===== src/rtl/branch_rs_pkg.sv =====
// Shared types for the reservation stations: branch function encoding,
// the branch entry record and the CDB operand-capture test.
package branch_rs_pkg;

    typedef enum logic [2:0] {
        BR_EQ  = 3'd0,
        BR_NEQ = 3'd1,
        BR_LT  = 3'd2,
        BR_LTU = 3'd3,
        BR_GE  = 3'd4,
        BR_GEU = 3'd5,
        BR_DBR = 3'd6
    } br_func_t;

    // Tags are stored at a fixed width so the record can be shared between
    // stations; a station's ROB tag (ROB_IX+1 bits) must not exceed this.
    localparam int MAX_TAG_W = 8;

    typedef struct packed {
        logic                 valid;
        br_func_t             func;
        logic [31:0]          v1;
        logic [31:0]          v2;
        logic                 rdy1;
        logic                 rdy2;
        logic [MAX_TAG_W-1:0] q1;
        logic [MAX_TAG_W-1:0] q2;
        logic [31:0]          pc;
        logic [31:0]          imm;
        logic [MAX_TAG_W-1:0] tag;
    } br_rs_entry_t;

    function automatic logic operand_hit(
        input logic                 rdy,
        input logic [MAX_TAG_W-1:0] q,
        input logic                 cdb_valid,
        input logic [MAX_TAG_W-1:0] cdb_tag
    );
        return !rdy && cdb_valid && (q == cdb_tag);
    endfunction

endpackage


===== src/rtl/branch_rs_select.sv =====
// Priority encoder over the station's ready vector; index 0 is the oldest
// entry, so the lowest set bit wins.
module rs_oldest_ready_select #(
    parameter int NUM_ENTRIES = 4
) (
    input  logic [NUM_ENTRIES-1:0]         ready,
    output logic [$clog2(NUM_ENTRIES)-1:0] index,
    output logic                           found
);

    localparam int IDX_W = $clog2(NUM_ENTRIES);

    always_comb begin
        index = '0;
        found = 1'b0;
        for (int i = NUM_ENTRIES - 1; i >= 0; i--) begin
            if (ready[i]) begin
                index = IDX_W'(i);
                found = 1'b1;
            end
        end
    end

endmodule


===== src/rtl/branch_rs.sv =====
// Branch reservation station: collapsing queue of branch micro-ops with CDB
// wakeup, issuing the oldest ready op through a registered valid/ready stage.
module branch_rs
    import branch_rs_pkg::*;
#(
    parameter int NUM_ENTRIES = 4,
    parameter int ROB_IX      = 2
) (
    input  logic                               clk_in,
    input  logic                               rst_in,
    input  logic                               flush_in,

    input  logic                               disp_valid_in,
    output logic                               disp_ready_out,
    input  logic [2:0]                         disp_func_in,
    input  logic [31:0]                        disp_v1_in,
    input  logic [31:0]                        disp_v2_in,
    input  logic                               disp_rdy1_in,
    input  logic                               disp_rdy2_in,
    input  logic [ROB_IX:0]                    disp_q1_in,
    input  logic [ROB_IX:0]                    disp_q2_in,
    input  logic [31:0]                        disp_pc_in,
    input  logic [31:0]                        disp_imm_in,
    input  logic [ROB_IX:0]                    disp_tag_in,

    input  logic                               cdb_valid_in,
    input  logic [ROB_IX:0]                    cdb_tag_in,
    input  logic [31:0]                        cdb_value_in,

    output logic                               iss_valid_out,
    input  logic                               iss_ready_in,
    output logic [2:0]                         iss_func_out,
    output logic [31:0]                        iss_rval1_out,
    output logic [31:0]                        iss_rval2_out,
    output logic [31:0]                        iss_pc_out,
    output logic [31:0]                        iss_imm_out,
    output logic [ROB_IX:0]                    iss_tag_out,

    output logic [$clog2(NUM_ENTRIES+1)-1:0]   count_out
);

    localparam int TAG_W = ROB_IX + 1;
    localparam int IDX_W = $clog2(NUM_ENTRIES);
    localparam int CNT_W = $clog2(NUM_ENTRIES + 1);

    br_rs_entry_t         ent_q [NUM_ENTRIES];
    br_rs_entry_t         woken [NUM_ENTRIES];
    br_rs_entry_t         ent_d [NUM_ENTRIES];
    br_rs_entry_t         new_ent;

    logic [CNT_W-1:0]     count_q;
    logic [CNT_W-1:0]     count_after;
    logic [CNT_W-1:0]     count_d;

    logic [NUM_ENTRIES-1:0] ready_vec;
    logic [IDX_W-1:0]     sel_idx;
    logic                 sel_found;
    logic                 out_load;
    logic                 disp_fire;
    logic [MAX_TAG_W-1:0] cdb_tag_w;
    logic [MAX_TAG_W-1:0] disp_q1_w;
    logic [MAX_TAG_W-1:0] disp_q2_w;

    logic                 iss_valid_q;
    logic [2:0]           iss_func_q;
    logic [31:0]          iss_rval1_q;
    logic [31:0]          iss_rval2_q;
    logic [31:0]          iss_pc_q;
    logic [31:0]          iss_imm_q;
    logic [TAG_W-1:0]     iss_tag_q;

    assign cdb_tag_w = MAX_TAG_W'(cdb_tag_in);
    assign disp_q1_w = MAX_TAG_W'(disp_q1_in);
    assign disp_q2_w = MAX_TAG_W'(disp_q2_in);

    // Readiness uses registered flags only, so a CDB wakeup this cycle
    // becomes eligible for issue on the following cycle.
    always_comb begin
        for (int i = 0; i < NUM_ENTRIES; i++) begin
            woken[i]     = ent_q[i];
            ready_vec[i] = ent_q[i].valid && ent_q[i].rdy1 && ent_q[i].rdy2;
            if (ent_q[i].valid && operand_hit(ent_q[i].rdy1, ent_q[i].q1, cdb_valid_in, cdb_tag_w)) begin
                woken[i].v1   = cdb_value_in;
                woken[i].rdy1 = 1'b1;
            end
            if (ent_q[i].valid && operand_hit(ent_q[i].rdy2, ent_q[i].q2, cdb_valid_in, cdb_tag_w)) begin
                woken[i].v2   = cdb_value_in;
                woken[i].rdy2 = 1'b1;
            end
        end
    end

    rs_oldest_ready_select #(
        .NUM_ENTRIES(NUM_ENTRIES)
    ) u_select (
        .ready(ready_vec),
        .index(sel_idx),
        .found(sel_found)
    );

    assign out_load       = sel_found && (!iss_valid_q || iss_ready_in);
    assign disp_ready_out = (count_q < CNT_W'(NUM_ENTRIES));
    assign disp_fire      = disp_valid_in && disp_ready_out;
    assign count_after    = count_q - CNT_W'(out_load);
    assign count_d        = count_after + CNT_W'(disp_fire);

    // Incoming op, including a same-cycle CDB bypass. Dbr relies on the
    // dispatcher marking both operands ready.
    always_comb begin
        new_ent       = '0;
        new_ent.valid = 1'b1;
        new_ent.func  = br_func_t'(disp_func_in);
        new_ent.v1    = disp_v1_in;
        new_ent.v2    = disp_v2_in;
        new_ent.rdy1  = disp_rdy1_in;
        new_ent.rdy2  = disp_rdy2_in;
        new_ent.q1    = disp_q1_w;
        new_ent.q2    = disp_q2_w;
        new_ent.pc    = disp_pc_in;
        new_ent.imm   = disp_imm_in;
        new_ent.tag   = MAX_TAG_W'(disp_tag_in);
        if (operand_hit(disp_rdy1_in, disp_q1_w, cdb_valid_in, cdb_tag_w)) begin
            new_ent.v1   = cdb_value_in;
            new_ent.rdy1 = 1'b1;
        end
        if (operand_hit(disp_rdy2_in, disp_q2_w, cdb_valid_in, cdb_tag_w)) begin
            new_ent.v2   = cdb_value_in;
            new_ent.rdy2 = 1'b1;
        end
    end

    // Collapse out the issued entry, then append the dispatch behind the
    // survivors so it is always the youngest.
    always_comb begin
        for (int i = 0; i < NUM_ENTRIES; i++) begin
            ent_d[i] = woken[i];
        end
        if (out_load) begin
            for (int i = 0; i < NUM_ENTRIES - 1; i++) begin
                if (i >= int'(sel_idx)) begin
                    ent_d[i] = woken[i+1];
                end
            end
            ent_d[NUM_ENTRIES-1] = '0;
        end
        if (disp_fire) begin
            for (int i = 0; i < NUM_ENTRIES; i++) begin
                if (i == int'(count_after)) begin
                    ent_d[i] = new_ent;
                end
            end
        end
    end

    always_ff @(posedge clk_in) begin
        if (!rst_in) begin
            for (int i = 0; i < NUM_ENTRIES; i++) begin
                ent_q[i] <= '0;
            end
            count_q     <= '0;
            iss_valid_q <= 1'b0;
            iss_func_q  <= '0;
            iss_rval1_q <= '0;
            iss_rval2_q <= '0;
            iss_pc_q    <= '0;
            iss_imm_q   <= '0;
            iss_tag_q   <= '0;
        end else if (flush_in) begin
            for (int i = 0; i < NUM_ENTRIES; i++) begin
                ent_q[i].valid <= 1'b0;
            end
            count_q     <= '0;
            iss_valid_q <= 1'b0;
        end else begin
            for (int i = 0; i < NUM_ENTRIES; i++) begin
                ent_q[i] <= ent_d[i];
            end
            count_q <= count_d;
            if (out_load) begin
                iss_valid_q <= 1'b1;
                iss_func_q  <= ent_q[sel_idx].func;
                iss_rval1_q <= ent_q[sel_idx].v1;
                iss_rval2_q <= ent_q[sel_idx].v2;
                iss_pc_q    <= ent_q[sel_idx].pc;
                iss_imm_q   <= ent_q[sel_idx].imm;
                iss_tag_q   <= ent_q[sel_idx].tag[TAG_W-1:0];
            end else if (iss_ready_in) begin
                iss_valid_q <= 1'b0;
            end
        end
    end

    assign iss_valid_out = iss_valid_q;
    assign iss_func_out  = iss_func_q;
    assign iss_rval1_out = iss_rval1_q;
    assign iss_rval2_out = iss_rval2_q;
    assign iss_pc_out    = iss_pc_q;
    assign iss_imm_out   = iss_imm_q;
    assign iss_tag_out   = iss_tag_q;
    assign count_out     = count_q;

endmodule


===== config.mk =====
export PLATFORM = sky130hd
export DESIGN_NAME = branch_rs
export DESIGN_NICKNAME = d
export VERILOG_FILES = /design/src/rtl/branch_rs_pkg.sv /design/src/rtl/branch_rs_select.sv /design/src/rtl/branch_rs.sv
export SDC_FILE = /design/constraint.sdc
export NUM_CORES = 2
export LEC_CHECK = 0
export ABC_AREA = 1
export CORE_ASPECT_RATIO = 1.25
export CORE_MARGIN = 5
export CORE_UTILIZATION = 65
export CTS_BUF_LIST = sky130_fd_sc_hd__clkbuf_8
export CTS_CLUSTER_DIAMETER = 50
export DETAILED_ROUTE_END_ITERATION = 16
export GPL_ROUTABILITY_DRIVEN = 0
export PLACE_DENSITY_LB_ADDON = 0.12
export SLEW_MARGIN = 10
export SYNTH_ARGS = -nofsm -noshare
export SYNTH_HDL_FRONTEND = slang
export SYNTH_SLANG_ARGS = --single-unit

===== constraint.sdc =====
create_clock -name clk_in -period 35.4 [get_ports clk_in]
set_input_delay 3.54 -clock clk_in [delete_from_list [all_inputs] [get_ports clk_in]]
set_output_delay 3.54 -clock clk_in [all_outputs]
set_load 0.02 [all_outputs]

**Yosys cells after proc, flatten, opt, wreduce, memory -nomap -nowiden**

Memories as Yosys holds them, arrays and structs flattened. A register that Yosys moved wholly into a read port is not among the register bits.
Index checks and enable logic that the tools add are counted.

- Word-level logic and storage cells: 149
- Output and inout bits: 139
- Memory bits (writable): 632
- Flip-flop bits (word level): 4
- Input bits: 183
- Memories kept: 1

Memory list:

| name | words | bits a word | rd ports | clocked after memory_dff | write ports | RTL line | source |
|---|---|---|---|---|---|---|---|
| ent_q | 4 | 158 | 5 | 1 | 4 | branch_rs.sv:46 | `br_rs_entry_t ent_q [NUM_ENTRIES];` |

- Add/sub/neg operators: 2
- Reduce and logical (&&, ||, !) cells: 55
- Order comparisons: 4
- Equality and inequality tests: 13
- Bitwise operators: 14
- Multiplexer cells: 58

Operators by type and width:

| kind | count |
|---|---|
| $mux W632 | 2 |
| $mux W158 | 7 |
| $mux W157 | 4 |
| $mux W32 | 10 |
| $eq A8 B3 Y1 | 8 |
| $logic_and A1 B1 Y1 | 38 |
| $mux W1 | 31 |
| $logic_not A1 Y1 | 12 |
| $or A1 B1 Y1 | 12 |
| $mux W2 | 4 |
| $eq A3 B3 Y1 | 2 |
| $eq A3 B3 Y1 const A | 2 |
| $ge A1 B2 Y1 const A | 2 |
| $add A3 B1 Y3 | 1 |
| $eq A2 B3 Y1 const A | 1 |
| $logic_not A3 Y1 | 1 |
| $lt A3 B3 Y1 const B | 1 |
| $sub A3 B1 Y3 | 1 |
| $ge A2 B2 Y1 const A | 1 |
| $not A1 Y1 | 2 |
| $reduce_and A2 Y1 | 1 |
| $reduce_bool A2 Y1 | 1 |
| $reduce_or A2 Y1 | 1 |
| $logic_or A1 B1 Y1 | 1 |

**Logic depth before layout (Yosys ltp)**

An unclocked memory read counts as a cell.

- Word-level depth: 13
- Mapped depth: 17
- Mapped depth without buffers: 15

**Cells and area by module**

A second synthesis with hierarchy kept.

- Cells, all modules: 6122
- Area, all modules: 46110.5 sq um

By module, submodules not included:

| module | instances | area each (sq um) | seq. area each (sq um) | cells each |
|---|---|---|---|---|
| branch_rs | 1 | 46074.2 | 21130.3 | 6114 |
| rs_oldest_ready_select | 1 | 36.3 | 0.0 | 8 |

**Least setup slack after synthesis**

Ideal clock, no wire load.

- Kind: input port to flip-flop
- Start point: input rst_in
- End point: memory ent_q[0][0] (netlist name), enable pin
- Required time: 31129 ps
- Buffers on the path: 3
- Stages: 4
- Setup time: 4271 ps
- Slack: 17111 ps
- Arrival: 14018 ps
- Path through: buf_2 clkbuf_1 clkbuf_1 nand2_1

RTL lines:

| element | RTL line | source |
|---|---|---|
| from (decl) | branch_rs.sv:10 | `input logic rst_in,` |
| to (decl) | branch_rs.sv:46 |  |

==> impl_metrics.toml <==
[sta]
hold_violations = 0
setup_slack_ns = 27.71
worstMarginPinSlew_ns = 1.29
clock-skew-final_ns = 0.0430
max_slew_margin_pct = 14.0
period_needed_ns = 7.69
rsz0062_at_grt = "false"
fin_tns_setup_ns = 0
finalCritPeriodShare_pct = 21.7
holdWs_ns = 0.542
slew_viol_final = 0
fmax_mhz = 130
finalSetupViolations = 0

[detailed_routing]
vias_per_cell = 6.15
wl_per_cell_um = 21.4
route.vias.total = 49100
drt_iter0_drc = 7231
drc = 0
routed_wl_um = 170000
drt_first_pass_iters = 12
antenna_left = 0

[final_layout]
final_cell_mix = "nand2_1 (1905), inv_1 (1238), a21oi_1 (643), edfxtp_1 (611), nand3_1 (438)"
final_util_pct = 72.6
final_common_cell = "nand2_1"
area_delta_synth_final_pct = 10.8
final_cells = 7973
final_area_um2 = 54400
drive_gt1_share_pct = 6.42
fillers = 6228
fin_nets = 7084

[die]
row_count = 112
io_pins = 322
die_x_um = 256
die_h_um = 317
core_um2 = 74800
die-area_um2 = 81100
start_util_pct = 65.6

[placed_design]
dp_cells = 7735
pre_cts_slack_ns = 27.08
place_area_um2 = 51900
port_buffers = 321
dp.final_hpwl_um = 99000

[grt]
track_usage_pct = 40.2
antenna_found_initial = 9
grt-ovfl-total = 0
grt_pass1_wl_um = 258000
grt_max_degree = 193
grt_pass1_vias = 45900

[pwr]
p_sw_mw = 0.794
combPwrFrac_pct = 22.2
internal-power_mw = 1.62
powerDensity_nw_per_um2 = 44.4
p_seq_share_pct = 45.5
switching_share_pct = 32.9
power_mw = 2.41
power_leakage_nw = 25.8
clockPowerShare_pct = 32.3
worst_ir_drop_vdd_v = 0.0000378

[critical_path]
end_kind = "register"
worst_ep_required_time_ns = 35.91
worstSetupPathType = "in2reg"
path_max_fanout = 57
path_cells = "clkdlybuf4s50_1, nor2_2, nor2_4, ha_1, ha_1, inv_2, nor4_4, buf_4, inv_4, nand2_4, buf_4, a21oi_1, o21ai_0, o21ai_0"
r2r-start = "ent_q[3][157]"
worstReg2RegEnd = "ent_q[1][10]"
crit_family = "buffers and inverters"
cp.arrival_ns = 8.20
rr_worst_depth = 15
r2r_slack_ns = 30.13
critPathMaxStageDelay_ns = 0.82
critPathBufInv = 5
start_kind = "input port"
crit_slowest_cell = "buf_4"

[hold_path]
min_path_type = "reg2reg"
holdPathStages = 4
hp-start = "iss_func_out[2]"
whs_endpoint = "iss_func_out[2]"

[synth]
synth_ff_type = "edfxtp_1"
synth-seq-area-share_pct = 43.1
synthDistinctLibCells = 42
async_flop_share_pct = 0
netlist_area_um2 = 49100
syn_avg_cell_area_um2 = 7.13
synth-seq-cells = 750
yosys_warnings = 0
synth_edf_count = 611
postSynthCellCount = 6883

[clocking]
cts_setup_buffers = 0
cts.htree.levels = 4
cts_resized = 0
clkLatencyLatePin_ns = 0.83
cts_buffers = 130
cts_tree = "built"
clock_sinks = 750
clk_pin_slew_ns = 0.06
cts.path.max_buffers = 3
root_buffer = "clkbuf_8"
holdBufCountCts = 0

[outcome]
status = "complete, no violations"

[flow_run]
maxCapViolCount = 0
==> how the worst max path moves through the flow <==
stage	start	endpoint	slack, ns	cells after the start
global placement	iss_ready_in	ent_q[1][23]	27.20	14
CTS	iss_ready_in	ent_q[1][16]	27.94	14
detailed placement	iss_ready_in	ent_q[1][16]	27.08	14
finish	iss_ready_in	ent_q[1][10]	27.71	14
global route	iss_ready_in	ent_q[1][11]	27.68	14
floorplan	rst_in	ent_q[0][0]	17.11	4
==> power groups by stage <==
stage                     clock (mW)  combinational [mW]  sequential, mW
after floorplan                    0               0.338            1.13
after global placement             0               0.502            1.11
after detailed placement           0               0.513            1.11
after CTS                      0.782               0.516            1.10
after global routing           0.822               0.577            1.11
final                          0.780               0.535            1.10
==> cell families after synthesis <==
logic type                 synth area share (%)
and+or+nand+nor                            24.8
adders and majority gates                0.0765
AOI/OAI and AO/OA                          17.8
other                                   0.00764
buffers and inverters                      14.0
xor gates and xnor gates                  0.194
DFF                                        43.1
==> synth_stat cells, types with 2 or more instances <==
cell type / n / share of area, %
nand2_1: 1913 / 15
inv_1: 1185 / 9.1
a21oi_1: 643 / 6.6
edfxtp_1: 611 / 37
nand3_1: 441 / 4.5
o21ai_0: 404 / 4.1
o211ai_1: 287 / 4.4
clkbuf_1: 262 / 2.0
o21ai_1: 240 / 2.4
nand4_1: 198 / 2.5
buf_2: 146 / 1.5
dfxtp_1: 139 / 5.7
or2_2: 128 / 1.6
buf_1: 66 / 0.51
nor2_1: 57 / 0.44
buf_6: 25 / 0.57
or2_1: 19 / 0.24
buf_4: 18 / 0.28
nor3_1: 16 / 0.16
a211oi_1: 11 / 0.17
inv_2: 11 / 0.084
nor2_2: 9 / 0.11
xor2_1: 8 / 0.14
nand2_2: 7 / 0.089
nand3_2: 6 / 0.12
nor2_4: 6 / 0.14
o22ai_1: 4 / 0.051
or2_0: 4 / 0.051
ha_1: 3 / 0.077
and3_1: 2 / 0.026
nor3_2: 2 / 0.041
o21ai_2: 2 / 0.036
==> worst reg2reg max path, stage by stage, from the launching register on <==
cell	delay [ns]
edfxtp_1	0.47
nand3_1	0.13
nand2_1	0.19
nor2_1	0.29
nor2_4	0.11
ha_1	0.22
ha_1	0.32
inv_2	0.08
nor4_4	0.22
buf_4	0.82
inv_4	0.54
nand2_4	0.48
buf_4	0.69
a21oi_1	0.17
o21ai_0	0.12
o21ai_0	0.10
==> registers in the layout, indices dropped and copies added (netlist names) <==
signal,cells
iss_tag_out,3
iss_imm_out,32
iss_valid_out,1
ent_q,612
iss_rval1_out,32
iss_rval2_out,32
iss_func_out,3
iss_pc_out,32
count_out,3
==> cell type report <==
cell class	count	area, um^2	share of cell area (%)
Tap cell	969	1210	2.23
Antenna cell	6	15.0	0.0276
Multi-Input combinational cell	4420	21200	39.0
Sequential cell	750	21100	38.9
Clock buffer	152	2090	3.85
Inverter	1198	4520	8.32
Timing Repair Buffer	398	3820	7.02
Clock inverter	80	384	0.707
==> metal layers <==
| metal | up-vias | part of all wire [%] | track usage, % | routed length (um) |
|---|---|---|---|---|
| li1 | 22600 | - | - | - |
| met4 | 2 | 8.3 | 27.7 | 14200 |
| met1 | 21800 | 33 | 47.7 | 57000 |
| met3 | 950 | 14 | 11.5 | 24500 |
| met5 | - | 0.0041 | 0 | 7 |
| met2 | 3733 | 44 | 63.8 | 74800 |
Power figures use the tool's default switching activity.
